`src/rtl/ultrasound_ranger.sv`:
```
// HC-SR04 ultrasonic ranger as an Avalon-MM slave: trigger generation, echo timing, status/IRQ.
// Define ULTRASOUND_AVG_EN to report the mean of the last four good echo widths instead of the raw width.
module ultrasound_ranger #(
    parameter int TRIG_CYCLES    = 500,
    parameter int TIMEOUT_CYCLES = 1_500_000,
    parameter int PERIOD_CYCLES  = 3_000_000
) (
    input  logic        clk,
    input  logic        reset,
    input  logic [1:0]  address,
    input  logic        read,
    input  logic        write,
    input  logic [31:0] writedata,
    output logic [31:0] readdata,
    output logic        irq,
    input  logic        feedback_in,
    output logic        trigger_out
);

    localparam logic [23:0] TRIG_LAST    = 24'(TRIG_CYCLES - 1);
    localparam logic [23:0] TIMEOUT_LAST = 24'(TIMEOUT_CYCLES - 1);
    localparam logic [23:0] PERIOD_LAST  = 24'(PERIOD_CYCLES - 1);
    localparam logic [23:0] WIDTH_MAX    = 24'hFFFFFF;

    typedef enum logic [2:0] {IDLE, TRIG, WAIT_RISE, MEASURE, DONE, HOLD} state_t;

    state_t      state, state_next;
    logic        sync_1, echo_s, echo_d;
    logic        echo_rise, echo_fall;
    logic [23:0] phase_cnt, period_cnt, width_cnt;
    logic        to_hit, done_timeout;
    logic        cont, irq_en, start_req;
    logic        valid, to_flag, overrun;
    logic [23:0] dist_reg, result_value;
    logic        busy, ctrl_wr, dist_rd;
    logic        unused_wdata;

    assign echo_rise    = echo_s & ~echo_d;
    assign echo_fall    = ~echo_s & echo_d;
    assign busy         = (state != IDLE);
    assign ctrl_wr      = write && (address == 2'd2);
    assign dist_rd      = read && (address == 2'd0);
    assign trigger_out  = (state == TRIG);
    assign irq          = valid & irq_en;
    assign unused_wdata = ^writedata[31:4];

    // Two flops resynchronise the asynchronous echo; the third gives edge detection.
    always_ff @(posedge clk or posedge reset) begin
        if (reset) begin
            sync_1 <= 1'b0;
            echo_s <= 1'b0;
            echo_d <= 1'b0;
        end else begin
            sync_1 <= feedback_in;
            echo_s <= sync_1;
            echo_d <= echo_s;
        end
    end

    always_ff @(posedge clk or posedge reset) begin
        if (reset) state <= IDLE;
        else       state <= state_next;
    end

    // Timeout wins over a coincident rising edge so the MEASURE timeout compare can never be skipped.
    always_comb begin
        state_next = state;
        to_hit     = 1'b0;
        case (state)
            IDLE:      if (start_req || cont) state_next = TRIG;
            TRIG:      if (phase_cnt == TRIG_LAST) state_next = WAIT_RISE;
            WAIT_RISE: begin
                if (phase_cnt == TIMEOUT_LAST) begin
                    state_next = DONE;
                    to_hit     = 1'b1;
                end else if (echo_rise) begin
                    state_next = MEASURE;
                end
            end
            MEASURE: begin
                if (echo_fall) begin
                    state_next = DONE;
                end else if (phase_cnt == TIMEOUT_LAST) begin
                    state_next = DONE;
                    to_hit     = 1'b1;
                end
            end
            DONE:      state_next = cont ? HOLD : IDLE;
            HOLD: begin
                if (!cont)                            state_next = IDLE;
                else if (period_cnt == PERIOD_LAST)   state_next = TRIG;
            end
            default:   state_next = IDLE;
        endcase
    end

    // phase_cnt times the trigger pulse, then restarts at trigger fall to time the echo timeout.
    always_ff @(posedge clk or posedge reset) begin
        if (reset) begin
            phase_cnt    <= '0;
            period_cnt   <= '0;
            width_cnt    <= '0;
            done_timeout <= 1'b0;
        end else begin
            if (state == TRIG && state_next != TRIG)
                phase_cnt <= '0;
            else if (state == TRIG || state == WAIT_RISE || state == MEASURE)
                phase_cnt <= phase_cnt + 24'd1;
            else
                phase_cnt <= '0;

            if (state_next == TRIG && state != TRIG) period_cnt <= '0;
            else if (state != IDLE)                  period_cnt <= period_cnt + 24'd1;
            else                                     period_cnt <= '0;

            if (state == WAIT_RISE && echo_rise)
                width_cnt <= 24'd1;
            else if (state == MEASURE && echo_s && width_cnt != WIDTH_MAX)
                width_cnt <= width_cnt + 24'd1;

            if (state_next == DONE) done_timeout <= to_hit;
        end
    end

`ifdef ULTRASOUND_AVG_EN
    // The three previous good widths plus the arriving one form the four-entry averaging window.
    logic [23:0] prev [3];
    logic [25:0] avg_sum;
    logic [1:0]  unused_avg;

    assign avg_sum      = 26'(width_cnt) + 26'(prev[0]) + 26'(prev[1]) + 26'(prev[2]);
    assign unused_avg   = avg_sum[1:0];
    assign result_value = done_timeout ? WIDTH_MAX : avg_sum[25:2];

    always_ff @(posedge clk or posedge reset) begin
        if (reset) begin
            prev[0] <= '0;
            prev[1] <= '0;
            prev[2] <= '0;
        end else if (state == DONE && !done_timeout) begin
            prev[0] <= width_cnt;
            prev[1] <= prev[0];
            prev[2] <= prev[1];
        end
    end
`else
    assign result_value = done_timeout ? WIDTH_MAX : width_cnt;
`endif

    // Result capture in DONE takes priority over CLR and over the DIST read side effect.
    always_ff @(posedge clk or posedge reset) begin
        if (reset) begin
            cont      <= 1'b0;
            irq_en    <= 1'b0;
            start_req <= 1'b0;
            valid     <= 1'b0;
            to_flag   <= 1'b0;
            overrun   <= 1'b0;
            dist_reg  <= '0;
        end else begin
            start_req <= ctrl_wr && writedata[2];
            if (ctrl_wr) begin
                cont   <= writedata[0];
                irq_en <= writedata[1];
            end
            if (state == DONE) begin
                valid    <= 1'b1;
                to_flag  <= done_timeout;
                overrun  <= overrun | valid;
                dist_reg <= result_value;
            end else if (ctrl_wr && writedata[3]) begin
                valid   <= 1'b0;
                to_flag <= 1'b0;
                overrun <= 1'b0;
            end else if (dist_rd) begin
                valid   <= 1'b0;
                to_flag <= 1'b0;
            end
        end
    end

    always_ff @(posedge clk or posedge reset) begin
        if (reset) begin
            readdata <= '0;
        end else if (read) begin
            case (address)
                2'd0:    readdata <= {8'd0, dist_reg};
                2'd1:    readdata <= {28'd0, overrun, busy, to_flag, valid};
                2'd2:    readdata <= {30'd0, irq_en, cont};
                default: readdata <= '0;
            endcase
        end
    end

endmodule

```
`config.mk`:
```
export PLATFORM = sky130hd
export DESIGN_NAME = ultrasound_ranger
export DESIGN_NICKNAME = d
export VERILOG_FILES = /design/src/rtl/ultrasound_ranger.sv
export SDC_FILE = /design/constraint.sdc
export NUM_CORES = 1
export LEC_CHECK = 0
export CAP_MARGIN = 20
export CORE_MARGIN = 4
export CORE_UTILIZATION = 51
export CTS_BUF_LIST = sky130_fd_sc_hd__clkbuf_16
export CTS_CLUSTER_SIZE = 20
export DETAILED_ROUTE_END_ITERATION = 12
export PLACE_DENSITY = 0.88
export SLEW_MARGIN = 20
export SYNTH_ARGS = -nofsm -noshare
export SYNTH_HDL_FRONTEND = slang
export SYNTH_SLANG_ARGS = --single-unit
```
`constraint.sdc`:
```
create_clock -name clk -period 4 [get_ports clk]
set_input_delay 0.4 -clock clk [delete_from_list [all_inputs] [get_ports clk]]
set_output_delay 0.4 -clock clk [all_outputs]
set_load 0.05 [all_outputs]
```
==> results of run 1 <==
[per-layer routing]
metal  global-route usage  wire length (um)
met5                    0                 0
met4              0.07603               299
met3              0.04641               814
met2               0.3325              6787
met1               0.2537              5693
[worst min-delay path by stage]
stage | startpoint | endpoint | slack [ns] | depth (start not counted)
after CTS | sync_1 | echo_s | 0.37 | 0
after global placement | sync_1 | echo_s | 0.36 | 0
after detailed placement | sync_1 | echo_s | 0.36 | 0
final | sync_1 | echo_s | 0.37 | 0
after global routing | sync_1 | echo_s | 0.38 | 0
after floorplan | sync_1 | echo_s | 0.33 | 0
[Yosys cell counts, drive strengths merged, types with 2 or more instances]
master,instances
and2,2
nor3,19
and3,4
nand2,59
or3,6
o2111ai,2
a21oi,40
dfrtp,133
a211oi,3
nand4b,4
nor2b,2
nor2,130
xnor2,30
clkbuf,27
o211ai,3
buf,11
o22ai,2
nand2b,2
xor2,26
nand4,21
and4,7
or4,6
nand3,29
ha,3
nor4,14
mux2,2
or4b,3
mux2i,8
inv,35
or2,2
nand3b,2
o21ai,30
[placed cells by master (no fill, tap or decap), types with 6 or more instances in the layout]
| cell | instances |
|---|---|
| a21oi_1 | 40 |
| and4_1 | 7 |
| clkbuf_16 | 17 |
| clkdlybuf4s50_1 | 36 |
| conb_1 | 8 |
| dfrtp_1 | 133 |
| inv_1 | 34 |
| mux2i_1 | 8 |
| nand2_1 | 59 |
| nand3_1 | 29 |
| nand4_1 | 21 |
| nor2_1 | 130 |
| nor3_1 | 18 |
| nor4_1 | 12 |
| o21ai_0 | 29 |
| or3_1 | 6 |
| or4_1 | 6 |
| xnor2_1 | 30 |
| xor2_1 | 26 |
[worst max-delay path, stage by stage (launching register included)]
cell	delay, ns
dfrtp_1	0.50
inv_1	0.18
nand3b_1	0.14
inv_1	0.14
clkdlybuf4s50_1	0.82
[per-stage QoR]
| step | power (W) | hold WS [ns] | std cells | utilization |
|---|---|---|---|---|
| final | 0.003511 | 0.3692 | 867 | 0.6121 |
| after global routing | 0.003644 | 0.3755 | 867 | 0.6121 |
| after CTS | 0.003528 | 0.3702 | 867 | 0.6116 |
| after detailed placement | 0.001853 | 0.3570 | 835 | 0.5586 |
| after global placement | 0.001839 | 0.3558 | 835 | 0.5586 |
| after floorplan | 0.001773 | 0.3312 | 685 | - |
[power groups by stage]
stage | clock network (W) | registers [W] | logic, W
after floorplan | 0 | 0.00150 | 0.000273
after global placement | 0 | 0.00152 | 0.000323
after detailed placement | 0 | 0.00152 | 0.000333
after CTS | 0.00170 | 0.00150 | 0.000335
after global routing | 0.00175 | 0.00151 | 0.000375
final | 0.00168 | 0.00150 | 0.000333
[area by class of cell]
class                   instances  share of cell area
flip-flops and latches        133              0.4527
multi-input cells             479              0.3618
clock buffers                  17             0.05786
repair buffers                 41             0.05582
clock inverters                15             0.02859
well taps                     147             0.02502
inverters                      35             0.01821
[cells by family after synthesis]
group / after synthesis / share of synthesized area
DFF: 133 / 0.5317
and+or+nand+nor: 314 / 0.2375
other: 1 / 0.0005991
adders and majority gates: 3 / 0.005997
xor gates and xnor gates: 56 / 0.07835
AOI/OAI and AO/OA: 88 / 0.07915
buffers and inverters: 73 / 0.05037
muxes: 10 / 0.01639
==> results.json, run 1 <==
{
  "status": "complete, no violations",
  "nNetsFinal": 749,
  "grt_max_degree": 88,
  "end_kind": "output port",
  "ctsHoldBuffers": 0,
  "r2r_setup_slack_ns": 1.44,
  "diodes": 0,
  "drc": 0,
  "fmax_mhz": 383.1,
  "cts.clk_slew.worst_paths_ns": 0.06,
  "synth_top_area_cell": "dfrtp_1",
  "die-area_um2": 14110,
  "cts_setup_buffers": 0,
  "timing.final.crit_share": 0.6526,
  "pwr-share-clk": 0.478,
  "critical_path.startpoint_type": "register",
  "cts_tree": "built",
  "grt_usage": 0.1996,
  "final_area_um2": 7352,
  "postRouteAntennaNets": 0,
  "io_buffers": 36,
  "grt_antenna_before_repair": 0,
  "async_reset_ff_frac": 1.000,
  "r2r_start": "state[0]",
  "powerDensity_nw_per_um2": 477.5,
  "num_rows": 40,
  "internal_power_w": 0.002622,
  "fin_ws_ns": 1.390,
  "p_seq_frac": 0.427,
  "grt_pass1_vias": 4895,
  "finalSetupViolCount": 0,
  "sw_frac_of_total": 0.2531,
  "netlist_area_um2": 6260,
  "path_class": "register to output port",
  "initial_utilization": 0.5211,
  "crit_end": "trigger_out",
  "combPwrFrac": 0.095,
  "multi_input_area_um2": 2660,
  "cts_resized": 0,
  "hold_viol": 0,
  "slew_headroom": 0.4046,
  "place_hpwl_mm": 8.320,
  "synth_edf_count": 0,
  "arrival_ns": 2.21,
  "cp-startpoint": "state[2]",
  "grt.overflow.total": 0,
  "cp_max_fo": 12,
  "globalplace.congestion": 0.8475,
  "initialDrtViolationCount": 397,
  "place_area_um2": 6710,
  "vias": 4984,
  "cts_root_buffer": "clkbuf_16",
  "clock_path_buffers": 2,
  "reg2reg_to": "period_cnt[6]",
  "tightest_slew_ns": 0.8930,
  "grt_pass1_wl_mm": 23.09,
  "synthFlopType": "dfrtp_1",
  "required_ns": 3.60,
  "synth_top_area_frac": 0.5317,
  "fin_tns_setup_ns": 0,
  "dieHeight_um": 118.8,
  "routed_wl_mm": 13.60,
  "cts.htree.levels": 4,
  "ir_drop_uv": 285.0,
  "period_minus_slack_ns": 2.610,
  "ys.warnings.count": 0,
  "dpl_worst_slack_ns": 1.480,
  "synthCells": 678,
  "rsz0062_at_grt": "false",
  "syn_area_per_cell_um2": 9.233,
  "fp.dieW_um": 118.8,
  "clock_latency_ns": 0.42,
  "io_pins": 73,
  "cts-buffers-inserted": 17,
  "fin_skew_ns": 0.004854,
  "core_area_um2": 12010,
  "slew_viol_final": 0,
  "syn2layout_area_growth_pct": 17.45,
  "drt_pre_antenna_iters": 5,
  "seq_area_frac_synth": 0.5317,
  "hp-class": "register to register",
  "p_switching_w": 0.0008885,
  "num-fill-cells": 895,
  "synth_cell_types": 47,
  "viasPerCell": 5.749,
  "max_cap_violations": 0,
  "reg2reg_depth": 5,
  "seqCellArea_um2": 3328,
  "wl_per_cell_um": 15.68,
  "synth.area.top_cells": "dfrtp_1, nor2_1, xnor2_1",
  "drive_gt1_frac": 0.05972,
  "synth-seq-cells": 133,
  "clock-sinks": 133,
  "leakage_nw": 3.133
}
(Power assumes the default switching activity.)
==> run 2, diff against run 1 <==
- CORE_UTILIZATION: 51 -> 55
- PLACE_DENSITY: 0.88 -> 0.9
- clock period: 4 -> 2.5 ns (I/O delays scaled with it)
==> results.json, run 2 (synthesis gave the netlist of run 1 again) <==
{
  "place_hpwl_mm": 8.989,
  "slew_viol_final": 0,
  "sw_frac_of_total": 0.2583,
  "postRouteAntennaNets": 0,
  "worst_path_max_delay_cell": "or4_1",
  "powerDensity_nw_per_um2": 748.1,
  "syn2layout_area_growth_pct": 18.57,
  "critical_path.startpoint_type": "register",
  "cts_tree": "built",
  "initialDrtViolationCount": 608,
  "fp.dieW_um": 114.7,
  "vias": 5131,
  "io_pins": 73,
  "cts_root_buffer": "clkbuf_16",
  "dieHeight_um": 114.7,
  "ir_drop_uv": 517.0,
  "core_area_um2": 10980,
  "die-area_um2": 13150,
  "grt_usage": 0.2292,
  "internal_power_w": 0.004119,
  "grt_antenna_before_repair": 0,
  "num_rows": 38,
  "slowest_delay_ns": 0.57,
  "globalplace.congestion": 0.9256,
  "fin_skew_ns": 0.007802,
  "dp_cells": 837,
  "initial_utilization": 0.5699,
  "clock-sinks": 133,
  "grt.overflow.total": 0,
  "min-delay-start": "feedback_in",
  "finalSetupViolCount": 0,
  "io_buffers": 36,
  "fin_tns_setup_ns": 0,
  "layout_commonest_cell": "dfrtp_1",
  "leakage_nw": 3.173,
  "grt_max_degree": 52,
  "num-fill-cells": 733,
  "grt_pass1_wl_mm": 24.31,
  "hp-class": "primary input to register",
  "required_ns": 2.78,
  "clock_path_buffers": 2,
  "tightest_slew_ns": 0.8894,
  "wl_per_cell_um": 16.51,
  "clock_latency_ns": 0.41,
  "holdWs_ns": 0.2782,
  "mostFrequentLayoutCells": "dfrtp_1, nor2_1, nand2_1, a21oi_1, clkdlybuf4s50_1",
  "drc": 0,
  "p_seq_frac": 0.430,
  "cp_max_fo": 14,
  "slew_headroom": 0.4070,
  "routed_wl_mm": 14.34,
  "hold_viol": 0,
  "timing.final.crit_share": 0.8990,
  "path_class": "register to register",
  "drive_gt1_frac": 0.07005,
  "drt_pre_antenna_iters": 7,
  "p_switching_w": 0.001434,
  "pwr-share-clk": 0.465,
  "combPwrFrac": 0.105,
  "nNetsFinal": 758,
  "cts-buffers-inserted": 17,
  "max_cap_violations": 0,
  "instances_no_fill": 868,
  "cts.htree.levels": 4,
  "end_kind": "register",
  "cts.clk_slew.worst_paths_ns": 0.06,
  "diodes": 0,
  "grt_pass1_vias": 5099,
  "viasPerCell": 5.911,
  "arrival_ns": 2.53,
  "cp_cell_sequence": "or4b_1, or4_1, nor4_1, or2_2, nor2_1",
  "fmax_mhz": 444.9,
  "cts_setup_buffers": 0,
  "r2r_start": "period_cnt[20]",
  "rsz0062_at_grt": "false",
  "cp-startpoint": "period_cnt[20]",
  "period_minus_slack_ns": 2.247,
  "status": "complete, no violations"
}
## run 2: cell types whose count changed in the layout (fill, tap and decap cells not counted), moves of 2 or more
cell / change
buf_4: +6
buf_12: +3
clkinv_2: -2
clkinv_4: +2
clkinvlp_4: +2
## run 2: layout make-up
cell class,instances,area [um2],area share
multi-input combinational,479,2654,0.3576
inverter,35,135.1,0.01821
tap,140,175.2,0.02360
clock inverter,14,186.4,0.02512
sequential,133,3328,0.4484
clock buffer,17,425.4,0.05732
timing repair buffer,50,518.0,0.06979
## run 2: final timing paths
kind / to / cells after the start / slack (ns)
hold / removal: sync_1 / 1 / 0.28
setup reg to reg: period_cnt[6] / 5 / 0.25
min in group asynchronous: readdata[0] / 2 / 0.35
max in group asynchronous: dist_reg[17] / 3 / 1.54
setup / recovery: period_cnt[6] / 5 / 0.25
hold reg to reg: echo_s / 0 / 0.36
## run 2: metal layers
layer,GRT usage,vias to the layer above,part of all wire
met5,0,-,0
met4,0.08709,0,0.019
met3,0.05285,28,0.064
met2,0.3896,215,0.51
met1,0.2842,2523,0.40
li1,-,2365,-
## run 2: power by group through the flow
stage,Clock (W),Sequential (W),Combinational (W)
2_1_floorplan,0,0.00240,0.000437
3_3_place_gp,0,0.00241,0.000554
3_5_place_dp,0,0.00242,0.000578
4_1_cts,0.00260,0.00238,0.000587
5_1_grt,0.00270,0.00240,0.000646
6_report,0.00258,0.00239,0.000584
## run 2: worst max-delay path, delay by kind of cell (launching register included)
family	cells	cell delay [ns]
simple gates	5	1.72
flops	1	0.40
## run 2: repair_timing
action | in CTS | in global routing
resized for setup | 0 | 2
hold buffers | 0 | 0
setup endpoints to repair | 0 | 15
## run 2: per-stage QoR
step           utilization  total power (W)  area [um2]  worst slack [ns]
2_1_floorplan            -         0.002837        6290            0.4452
3_3_place_gp        0.6198         0.002961        6808            0.2429
3_5_place_dp        0.6198         0.002996        6808            0.2153
4_1_cts             0.6756         0.005572        7420           0.08479
5_1_grt             0.6758         0.005751        7422           0.08396
6_report            0.6758         0.005553        7422            0.2525
==> run 3, diff against run 2 <==
- CORE_UTILIZATION: 55 -> 56
- CTS_CLUSTER_DIAMETER: default -> 40
- PLACE_DENSITY: 0.9 -> 0.91
==> results.json, run 3 (synthesis gave the netlist of run 1 again) <==
{
  "r2r_start": "phase_cnt[0]",
  "place_hpwl_mm": 8.692,
  "fmax_mhz": 454.1,
  "reg2reg_depth": 7,
  "finalSetupViolCount": 0,
  "routed_wl_mm": 13.80,
  "timing.final.crit_share": 0.8809,
  "cp-startpoint": "phase_cnt[0]",
  "status": "complete, no violations",
  "grt.overflow.total": 0,
  "core_area_um2": 10890,
  "grt_pass1_vias": 5152,
  "num_rows": 38,
  "critical_path.startpoint_type": "register",
  "io_buffers": 36,
  "num-fill-cells": 762,
  "dieHeight_um": 113.7,
  "slew_headroom": 0.4274,
  "fin_tns_setup_ns": 0,
  "cts-buffers-inserted": 17,
  "clock_latency_ns": 0.42,
  "end_kind": "register",
  "powerDensity_nw_per_um2": 741.4,
  "hold_viol": 0,
  "cp.depth": 7,
  "wl_per_cell_um": 15.94,
  "rsz0062_at_grt": "false",
  "tightest_slew_ns": 0.8589,
  "fin_skew_ns": 0.009015,
  "fin_ws_ns": 0.2979,
  "final_area_um2": 7340,
  "path_class": "register to register",
  "worst_path_max_delay_cell": "dfrtp_1",
  "r2r_setup_slack_ns": 0.30,
  "cts_tree": "built",
  "initial_utilization": 0.5749,
  "nNetsFinal": 755,
  "mostFrequentLayoutCells": "dfrtp_1, nor2_1, nand2_1, a21oi_1",
  "clock-sinks": 133,
  "drc": 0,
  "grt_pass1_wl_mm": 23.84,
  "slowest_delay_ns": 0.41,
  "multi_input_area_um2": 2654,
  "cts_root_buffer": "clkbuf_16",
  "crit_end": "phase_cnt[21]",
  "grt_max_degree": 134,
  "hp-class": "primary input to register",
  "reg2reg_to": "phase_cnt[21]",
  "place_area_um2": 6748,
  "grt_usage": 0.2288,
  "seqCellArea_um2": 3328,
  "leakage_nw": 3.136,
  "die-area_um2": 12930,
  "ir_drop_uv": 426.8,
  "slew_viol_final": 0,
  "fp.dieW_um": 113.7,
  "period_minus_slack_ns": 2.202,
  "layout_commonest_cell": "dfrtp_1",
  "postRouteAntennaNets": 0,
  "globalplace.congestion": 0.8948,
  "fin_util": 0.6741,
  "clock_path_buffers": 2,
  "cts.clk_slew.worst_paths_ns": 0.06,
  "path_buf_inv": 1,
  "io_pins": 73,
  "grt_antenna_before_repair": 0,
  "cp_max_fo": 22,
  "required_ns": 2.79,
  "arrival_ns": 2.49,
  "total_power_w": 0.005441,
  "syn2layout_area_growth_pct": 17.25,
  "max_cap_violations": 0,
  "cp_top_family": "simple AND/OR/NAND/NOR gates",
  "vias": 5070,
  "initialDrtViolationCount": 502,
  "dpl_worst_slack_ns": 0.1621,
  "drive_gt1_frac": 0.06612,
  "cts.htree.levels": 4,
  "diodes": 0,
  "cp_cell_sequence": "ha_1, nor4b_1, nand3_1, nor4_1, or3_1, buf_4, nor2_1",
  "viasPerCell": 5.855,
  "drt_pre_antenna_iters": 5
}
run 3: cell types whose count changed in the layout (fill, tap and decap cells not counted):
cell	before	now
inv_6	0	1
clkinv_2	2	3
clkinvlp_4	4	5
clkinv_4	3	1
inv_1	34	35
bufinv_16	4	3
buf_12	4	1
run 3: worst min-delay path by stage:
stage | start | end | slack (ns) | cells past startpoint
after floorplan | feedback_in | sync_1 | 0.28 | 0
after global placement | sync_1 | echo_s | 0.34 | 0
after detailed placement | sync_1 | echo_s | 0.34 | 0
after CTS | feedback_in | sync_1 | 0.26 | 1
after global routing | feedback_in | sync_1 | 0.28 | 1
final | feedback_in | sync_1 | 0.27 | 1
run 3: report_power, final:
| part | internal, W | switching [W] | total [W] | leakage, nW |
|---|---|---|---|---|
| combinational | 0.000198 | 0.000381 | 0.000579 | 1.03 |
| clock | 0.00155 | 0.000925 | 0.00248 | 0.281 |
| sequential | 0.00226 | 0.000126 | 0.00238 | 1.82 |
| total | 0.00401 | 0.00143 | 0.00544 | 3.14 |
run 3: timing repair:
item,CTS,global route
endpoints found under the hold margin,0,0
hold buffers,0,0
gates resized for setup,0,2
endpoints found under the setup margin,0,15
setup buffers,0,0
run 3: routing by layer:
layer / routed length [um] / part of all wire / vias up / global-route usage
met3: 829 / 0.060 / 37 / 0.05305
met1: 5551 / 0.40 / 2465 / 0.2779
met2: 7103 / 0.51 / 211 / 0.3965
met4: 316 / 0.023 / 0 / 0.08814
met5: 0 / 0 / - / 0
li1: - / - / 2357 / -
run 3: stage by stage:
stage               cells  hold slack [ns]
floorplan             685           0.2814
global placement      834           0.3360
detailed placement    834           0.3419
CTS                   866           0.2590
global route          866           0.2772
finish                866           0.2668
run 3: area by class of cell:
cell class | count | share of cell area
Clock inverter | 15 | 0.02233
Clock buffer | 17 | 0.05796
Timing Repair Buffer | 47 | 0.06239
Multi-Input combinational cell | 479 | 0.3616
Inverter | 35 | 0.01841
Tap cell | 140 | 0.02387
Sequential cell | 133 | 0.4535
